$ cat src/rtl/weight_update_ctrl.sv
// Training sequencer for the 2-layer backprop network.
// Broadcasts select_initial / select_update to every weight register and
// handshakes with the forward-pass and backprop datapaths, stepping through
// samples and epochs until convergence or the epoch limit.
//
// state       | meaning
// ------------+---------------------------------------------------------
// S_IDLE      | waiting for start
// S_INIT      | select_initial pulse, weights load initial values
// S_FWD_START | fwd_start pulse for the current sample
// S_FWD_WAIT  | waiting for fwd_done, err checked against threshold
// S_BP_START  | bp_start pulse
// S_BP_WAIT   | waiting for bp_done (no timeout)
// S_UPD       | select_update pulse, weights add their deltas
// S_NEXT      | advance sample / epoch, decide whether training is over
// S_DONE      | training finished, counters hold final values
module weight_update_ctrl #(
  parameter int                 N_SAMPLES = 4,
  parameter int                 N_EPOCHS  = 1000,
  parameter logic signed [15:0] ERR_TH    = 16'sd41
) (
  input  logic               clk,
  input  logic               reset,
  input  logic               start,
  input  logic               abort,
  input  logic               fwd_done,
  input  logic               bp_done,
  input  logic signed [15:0] err,
  output logic               select_initial,
  output logic               select_update,
  output logic               fwd_start,
  output logic               bp_start,
  output logic [7:0]         sample_idx,
  output logic [15:0]        epoch_cnt,
  output logic               busy,
  output logic               done
);

  typedef enum logic [3:0] {
    S_IDLE,
    S_INIT,
    S_FWD_START,
    S_FWD_WAIT,
    S_BP_START,
    S_BP_WAIT,
    S_UPD,
    S_NEXT,
    S_DONE
  } state_t;

  localparam logic [7:0]         LAST_SAMPLE = 8'(N_SAMPLES - 1);
  localparam logic [15:0]        EPOCH_MAX   = 16'(N_EPOCHS);
  localparam logic signed [16:0] TH_EXT      = {ERR_TH[15], ERR_TH};

  state_t             state;
  state_t             next_state;
  logic               conv;
  logic signed [16:0] err_ext;
  logic signed [16:0] err_mag;
  logic               err_big;
  logic               last_sample;
  logic [15:0]        epoch_inc;
  logic               finish;
  logic               abort_now;

  // Magnitude of err in 17 bits so that -32768 maps to +32768 (above threshold).
  always_comb begin
    err_ext = {err[15], err};
    err_mag = err_ext[16] ? -err_ext : err_ext;
    err_big = (err_mag >= TH_EXT);
  end

  // End-of-epoch decision terms; the epoch counter saturates at the limit.
  always_comb begin
    last_sample = (sample_idx == LAST_SAMPLE);
    epoch_inc   = (epoch_cnt == EPOCH_MAX) ? epoch_cnt : epoch_cnt + 16'd1;
    finish      = conv || (epoch_inc == EPOCH_MAX);
    abort_now   = abort && (state != S_IDLE);
  end

  // Next-state logic; abort overrides every transition outside IDLE.
  always_comb begin
    next_state = state;
    if (abort_now) begin
      next_state = S_IDLE;
    end else begin
      case (state)
        S_IDLE:      if (start) next_state = S_INIT;
        S_INIT:      next_state = S_FWD_START;
        S_FWD_START: next_state = S_FWD_WAIT;
        S_FWD_WAIT:  if (fwd_done) next_state = S_BP_START;
        S_BP_START:  next_state = S_BP_WAIT;
        S_BP_WAIT:   if (bp_done) next_state = S_UPD;
        S_UPD:       next_state = S_NEXT;
        S_NEXT: begin
          if (last_sample && finish) next_state = S_DONE;
          else                       next_state = S_FWD_START;
        end
        S_DONE:      if (start) next_state = S_INIT;
        default:     next_state = S_IDLE;
      endcase
    end
  end

  // State register.
  always_ff @(posedge clk or negedge reset) begin
    if (!reset) state <= S_IDLE;
    else        state <= next_state;
  end

  // Moore outputs registered from the next state so they align with the state register.
  always_ff @(posedge clk or negedge reset) begin
    if (!reset) begin
      select_initial <= 1'b0;
      select_update  <= 1'b0;
      fwd_start      <= 1'b0;
      bp_start       <= 1'b0;
      busy           <= 1'b0;
      done           <= 1'b0;
    end else begin
      select_initial <= (next_state == S_INIT);
      select_update  <= (next_state == S_UPD);
      fwd_start      <= (next_state == S_FWD_START);
      bp_start       <= (next_state == S_BP_START);
      busy           <= (next_state != S_IDLE) && (next_state != S_DONE);
      done           <= (next_state == S_DONE);
    end
  end

  // Sample/epoch counters and convergence flag; cleared on entry to INIT so they read 0 during the pulse.
  always_ff @(posedge clk or negedge reset) begin
    if (!reset) begin
      sample_idx <= 8'd0;
      epoch_cnt  <= 16'd0;
      conv       <= 1'b1;
    end else if (!abort_now) begin
      case (state)
        S_IDLE, S_DONE: begin
          if (start) begin
            sample_idx <= 8'd0;
            epoch_cnt  <= 16'd0;
            conv       <= 1'b1;
          end
        end
        S_FWD_WAIT: begin
          if (fwd_done && err_big) conv <= 1'b0;
        end
        S_NEXT: begin
          if (!last_sample) begin
            sample_idx <= sample_idx + 8'd1;
          end else begin
            epoch_cnt <= epoch_inc;
            if (!finish) begin
              sample_idx <= 8'd0;
              conv       <= 1'b1;
            end
          end
        end
        default: ;
      endcase
    end
  end

endmodule
$ cat config.mk
export PLATFORM = sky130hd
export DESIGN_NAME = weight_update_ctrl
export DESIGN_NICKNAME = d
export VERILOG_FILES = /design/src/rtl/weight_update_ctrl.sv
export SDC_FILE = /design/constraint.sdc
export NUM_CORES = 1
export LEC_CHECK = 0
export CAP_MARGIN = 40
export CORE_MARGIN = 2
export CORE_UTILIZATION = 59
export CTS_BUF_LIST = sky130_fd_sc_hd__clkbuf_4
export DETAILED_ROUTE_END_ITERATION = 12
export MAX_ROUTING_LAYER = met4
export PLACE_DENSITY = 0.95
export SYNTH_ARGS = -nofsm -noshare
export SYNTH_HDL_FRONTEND = slang
export SYNTH_SLANG_ARGS = --single-unit
$ cat constraint.sdc
create_clock -name clk -period 6.5 [get_ports clk]
set_input_delay 0.65 -clock clk [delete_from_list [all_inputs] [get_ports clk]]
set_output_delay 0.65 -clock clk [all_outputs]
set_load 0.005 [all_outputs]
### Yosys cells after proc, flatten, opt, wreduce, memory -nomap -nowiden

Cells that the tools add are included.

* bits in registers: 35
* input port bits: 22
* output and inout bits: 30
* word-level logic and storage cells: 71

* add/subtract/negate cells: 3
* order comparisons: 1
* equality and inequality tests: 22
* mux-type cells: 20
* bitwise operators: 1
* reductions and logical operators: 14

Operator list (count)
* 16-bit 2-to-1 mux: 3
* 16-bit by 10-bit == test with 1-bit output, second input constant: 2
* 16-bit case mux with 2 select lines: 1
* 4-bit case mux with 8 select lines: 1
* 4-bit by 3-bit == test with 1-bit output, second input constant: 6
* 8-bit 2-to-1 mux: 3
* 4-bit 2-to-1 mux: 5
* 17-bit by 7-bit greater-or-equal comparator with 1-bit output, second input constant: 1
* 17-bit 2-to-1 mux: 1
* 16-bit negation with 17-bit output: 1
* 16-bit by 1-bit adder with 16-bit output, second input constant: 1
* 8-bit case mux with 2 select lines: 1
* 4-bit by 2-bit == test with 1-bit output, second input constant: 3
* 8-bit by 1-bit adder with 8-bit output, second input constant: 1
* 4-bit by 1-bit == test with 1-bit output, second input constant: 2
* 4-bit == test, second input constant: 2
* 8-bit by 2-bit == test with 1-bit output, second input constant: 1
* 4-bit AND reduction: 2
* 4-bit nonzero test: 2
* 2-bit inequality test, second input constant: 3
* 6-bit AND reduction: 1
* 1-bit logical AND: 4
* 4-bit zero test: 1
* 1-bit 2-to-1 mux: 4
* 9 further kinds: 9

### Depth between registers and ports, before layout

* word-level depth: 10
* depth in mapped cells: 9
* gate-level depth less buffers: 9

### Least setup slack after synthesis

Ideal clock, no wire load.

* path kind: input-to-reg
* start point: in err[0]
* end point: reg conv
* library setup time: 72 ps
* arrival time: 2316 ps
* setup slack: 4112 ps
* stages on the path: 8
* cell sequence: inv_1 ha_1 nor4b_4 nand2b_1 o41ai_1 o211ai_1 or4_1 o21ai_1

* cells in the longest elaborated chain, start to end: 6

Ends and longest elaborated chain
* start, declared: RTL line 28 `input logic signed [15:0] err,`
* 16-bit negation with 17-bit output: RTL line 69 `err_mag = err_ext[16] ? -err_ext : err_ext;`
* 17-bit 2-to-1 mux (*): RTL line 69
* 17-bit by 7-bit greater-or-equal comparator with 1-bit output (*): RTL line 70 `err_big = (err_mag >= TH_EXT);`
* 1-bit logical AND (*): RTL line 146 `if (fwd_done && err_big) conv <= 1'b0;`
* 2-bit inequality test (no line) (*)
* 6-bit AND reduction (no line) (*)
* end signal, assigned: RTL line 142 `conv <= 1'b1;`
* end signal, assigned: RTL line 146
* end signal, assigned: RTL line 155 `conv <= 1'b1;`
* end, declared: RTL line 57 `logic conv;`

Every way passes the cells marked *; elsewhere a longest branch is shown, timed or not.
A chain may end at the register's enable or synchronous reset.

### Worst setup path after layout

* start point: reg epoch_cnt[0]
* end point: reg fwd_start

* cells in the longest elaborated chain, start to end: 9
* elaborated cells on any way between the ends: 10
* classes of those cells: add/sub (1); eq/ne (3); mux (4); reduce/logical (2)

Ends and longest elaborated chain
* start, declared: RTL line 34 `output logic [15:0] epoch_cnt,`
* start signal, assigned: RTL line 152 `epoch_cnt <= epoch_inc;`
* 16-bit by 1-bit adder with 16-bit output or 16-bit by 10-bit == test with 1-bit output (tied branches): RTL line 76 `epoch_inc = (epoch_cnt == EPOCH_MAX) ? epoch_cnt : epoch_cnt + 16'd1;`
* 16-bit 2-to-1 mux (*): RTL line 76
* 16-bit by 10-bit == test with 1-bit output (*): RTL line 77 `finish = conv || (epoch_inc == EPOCH_MAX);`
* 1-bit logical OR (*): RTL line 77
* 1-bit logical AND (*): RTL line 96 `if (last_sample && finish) next_state = S_DONE;`
* 4-bit 2-to-1 mux (*): RTL line 96
* 4-bit case mux with 8 select lines (*): RTL line 87 `case (state)`
* 4-bit 2-to-1 mux (*): RTL line 84 `if (abort_now) begin`
* 4-bit by 2-bit == test with 1-bit output (*): RTL line 123 `fwd_start <= (next_state == S_FWD_START);`
* end signal, assigned: RTL line 123
* end, declared: RTL line 31 `output logic fwd_start,`

Marks and branches as above.

==> summary.txt <==
Synth
  • Commonest cells in the netlist: dfrtp_1 (34), nor2_1 (34), o21ai_1 (30)
  • Top-area cell type share of the netlist area: a little under a third
  • Yosys synthesis warning count: 0
  • Post-synth top flop: dfrtp_1
  • Post-synth ARST share: 100%
  • Post-synth EDFFs: 0
  • Post-synthesis sequential area ratio: a little under a third
  • Top cells by area in the synthesized netlist: dfrtp_1 (31%), o21ai_1 (5.4%), nor2_1 (4.6%)
  • Average size of a mapped cell: ~8.4 um^2
  • Area leader, netlist: dfrtp_1
  • Count of cell types in the netlist: 71
  • Synth Instances: ~330
  • Synthesized cell area: 2780 um^2
  • Synth Register Bits: 35
  • Post-Syn Nets: about 360

Global route
  • GRT Util Overall: between 30% and 40%
  • GR Util met1: between 30 and 40%
  • Total grt overflow: 0
  • Largest net degree at the start of global routing: 36
  • GR met2 Demand/Resource: between 40% and 50%
  • First-pass GRT wire length: around 12,000 um
  • Vias in the first global route: approximately 2.7k
  • M3 GR Usage: 5.52%
  • Antenna violations before repair: 0
  • Busiest grt layer: met2

STA
  • Worst-Margin Slew: 904 ps
  • Hold WS: about 570 ps
  • RSZ-0062 raised after global routing: false
  • Slack of the critical path: between 3000 and 4000 ps
  • Final setup vio count: 0
  • Fmax: 355 MHz
  • Clk_skew: 11.8 ps
  • Rel. slew slack: between 30 and 40%
  • Final Hold Fails: 0
  • Min Tclk post-route: approximately 2800 ps
  • Fin crit share: ~43%
  • Fin. max-slew vios: 0
  • Setup_tns: 0 ps

Setup path
  • Crit Path Max Fanout: 9
  • R2R Path Start: epoch_cnt[0]$_DFFE_PN0P_
  • Worst r2r dst: fwd_start$_DFF_PN0_
  • Depth of the most critical reg-to-reg path: 8
  • Worst Path Class, Setup: reg -> reg
  • CP Launch Type: register
  • Crit path capture type: register
  • Crit path DAT: ~3000 ps
  • Worst Path Required: approximately 6700 ps
  • Reg-to-reg slack, setup: between 3000 and 4000 ps

Floorplan
  • Die ar.: between 5000 and 6000 um^2
  • Cell row count: 24
  • Initial Util: approximately 62%
  • Die X: 72.6 um
  • Die Ht: slightly above 70 um
  • I/O Pins: between 50 and 60
  • Core Area: approximately 4400 um^2

Routing
  • Pre-Repair DR Iteration Count: 6
  • Total wire length: roughly 7200 um
  • Initial DRC count: 370
  • Via count: roughly 2.8k
  • # DRC: 0
  • DRT antenna net count: 0
  • Drt wl/cell: 16.9 um
  • Routed vias/inst: between 6 and 7

Job
  • Max-cap violations: 0

Place
  • PortBufs: 51
  • DP HPWL: roughly 5300 um
  • Pre-CTS setup slack: 3340 ps
  • Placed cell area: between 3000 and 4000 um^2
  • Placer Congestion: roughly 0.94

Status
  • Status: finished clean

Finish
  • Layout filler cell count: 331
  • Max reg flops: 16
  • Diodes inserted: 0
  • Nets: between 300 and 400
  • Share of layout cells above drive strength 1: roughly a tenth
  • Top flop regs: epoch_cnt: 16 flops, sample_idx: 8 flops, state: 4 flops
  • Reg with most FFs: epoch_cnt
  • Synthesis-to-finish area growth: 20.0%
  • Final instance area: around 3300 um^2

Power
  • Net Switching: around 0.24 mW
  • Clk pwr share: a little under a quarter
  • Leak: approximately 1.3 nW
  • Maximum vdd drop: 0.000198 V
  • Power after layout: roughly 0.65 mW
  • Sw frac: 36.7%
  • Power Density: about 200 nW/um^2
  • Flop pwr share: between 40% and 50%
  • P_int: between 0.4 and 0.5 mW
  • Combinational Power Share: between 30% and 40%

Worst hold path
  • Hold path cells: 1
  • Hold Startpoint: sample_idx[1]$_DFFE_PN0P_
  • Min-Delay Endpoint: sample_idx[1]$_DFFE_PN0P_
  • Min-Delay Path Class: reg -> reg

Clock tree
  • CTS root buffer: clkbuf_4
  • Clock buffer depth: 2
  • CTS Hold Bufs: 0
  • CTS Buf Count: 5
  • PostCTS Resize Cnt: 0
  • Clock Pin Slew Worst Setup and Hold Paths: around 110 ps
  • # H-tree levels: 2
  • Clk sinks: 35
  • CTS tree: built
  • Post-CTS setup buffers: 0
  • Clock Latency Late Sink: 350 ps
cell usage in the layout (no fill, tap or decap), types with 3 or more instances in the layout:
master,n
a21oi_1,15
dfrtp_1,34
o21ai_0,5
xnor2_1,5
and3_1,8
nand4b_1,3
inv_1,14
ha_1,4
nand2_1,24
clkdlybuf4s50_1,51
o31ai_1,9
nand2_2,3
nor2_1,34
a211oi_1,3
a21o_1,7
a32oi_1,3
and2_1,3
nor4_1,5
nor4b_1,3
o211ai_1,4
nand4_1,5
clkbuf_4,5
nand2b_1,6
a31oi_1,3
nand3_1,15
nor3_1,8
nor3_2,3
nor4_2,4
o21ai_1,30
worst max path at each step:
stage,end,start
2_1_floorplan,conv$_DFFE_PN1P_,err[0]
5_1_grt,fwd_start$_DFF_PN0_,epoch_cnt[0]$_DFFE_PN0P_
4_1_cts,conv$_DFFE_PN1P_,err[0]
6_report,fwd_start$_DFF_PN0_,epoch_cnt[0]$_DFFE_PN0P_
3_3_place_gp,conv$_DFFE_PN1P_,err[0]
3_5_place_dp,conv$_DFFE_PN1P_,err[0]
routing by layer:
layer  part of all wire [%]  vias up
met2                     51      135
li1                       -     1317
met5                      0        -
met1                     39     1301
met4                    3.0        0
met3                    7.1       27
power groups by stage:
stage               Combinational [mW]  Clock [mW]  Sequential, mW
finish                           0.233       0.155           0.263
global route                     0.252       0.169           0.266
CTS                              0.230       0.156           0.262
detailed placement               0.228           0           0.266
global placement                 0.219           0           0.263
floorplan                        0.178           0           0.250
final cells by class:
type                    instances  area, um^2  area share, %
multi-input cells             261        1740           52.3
inverters                      14        52.6           1.58
clock buffers                   5        37.5           1.13
well taps                      52        65.1           1.95
clock inverters                 3        38.8           1.16
flip-flops and latches         35         877           26.3
repair buffers                 52         518           15.6
critical path, stage by stage (launching register included):
cell and delay [ps]:
dfrtp_1 520, ha_1 350, nand2_1 170, nor4_2 450
or3_1 170, a32oi_1 70, a41oi_2 370, nor3_4 100
nor4_1 470
cell families after synthesis:
family,after synthesis,share of synthesized area [%]
fa+ha+maj,4,1.80
xor+xnor,6,1.89
mux,3,1.17
simple gates,148,32.9
flops,35,31.6
compound gates,100,24.9
buf+inv,33,5.68
metrics by stage:
step,std cells,utilization [%]
2_1_floorplan,329,-
3_3_place_gp,414,73.2
3_5_place_dp,414,73.2
4_1_cts,422,74.9
5_1_grt,422,74.9
6_report,422,74.9
Power figures use the tool's default switching activity.
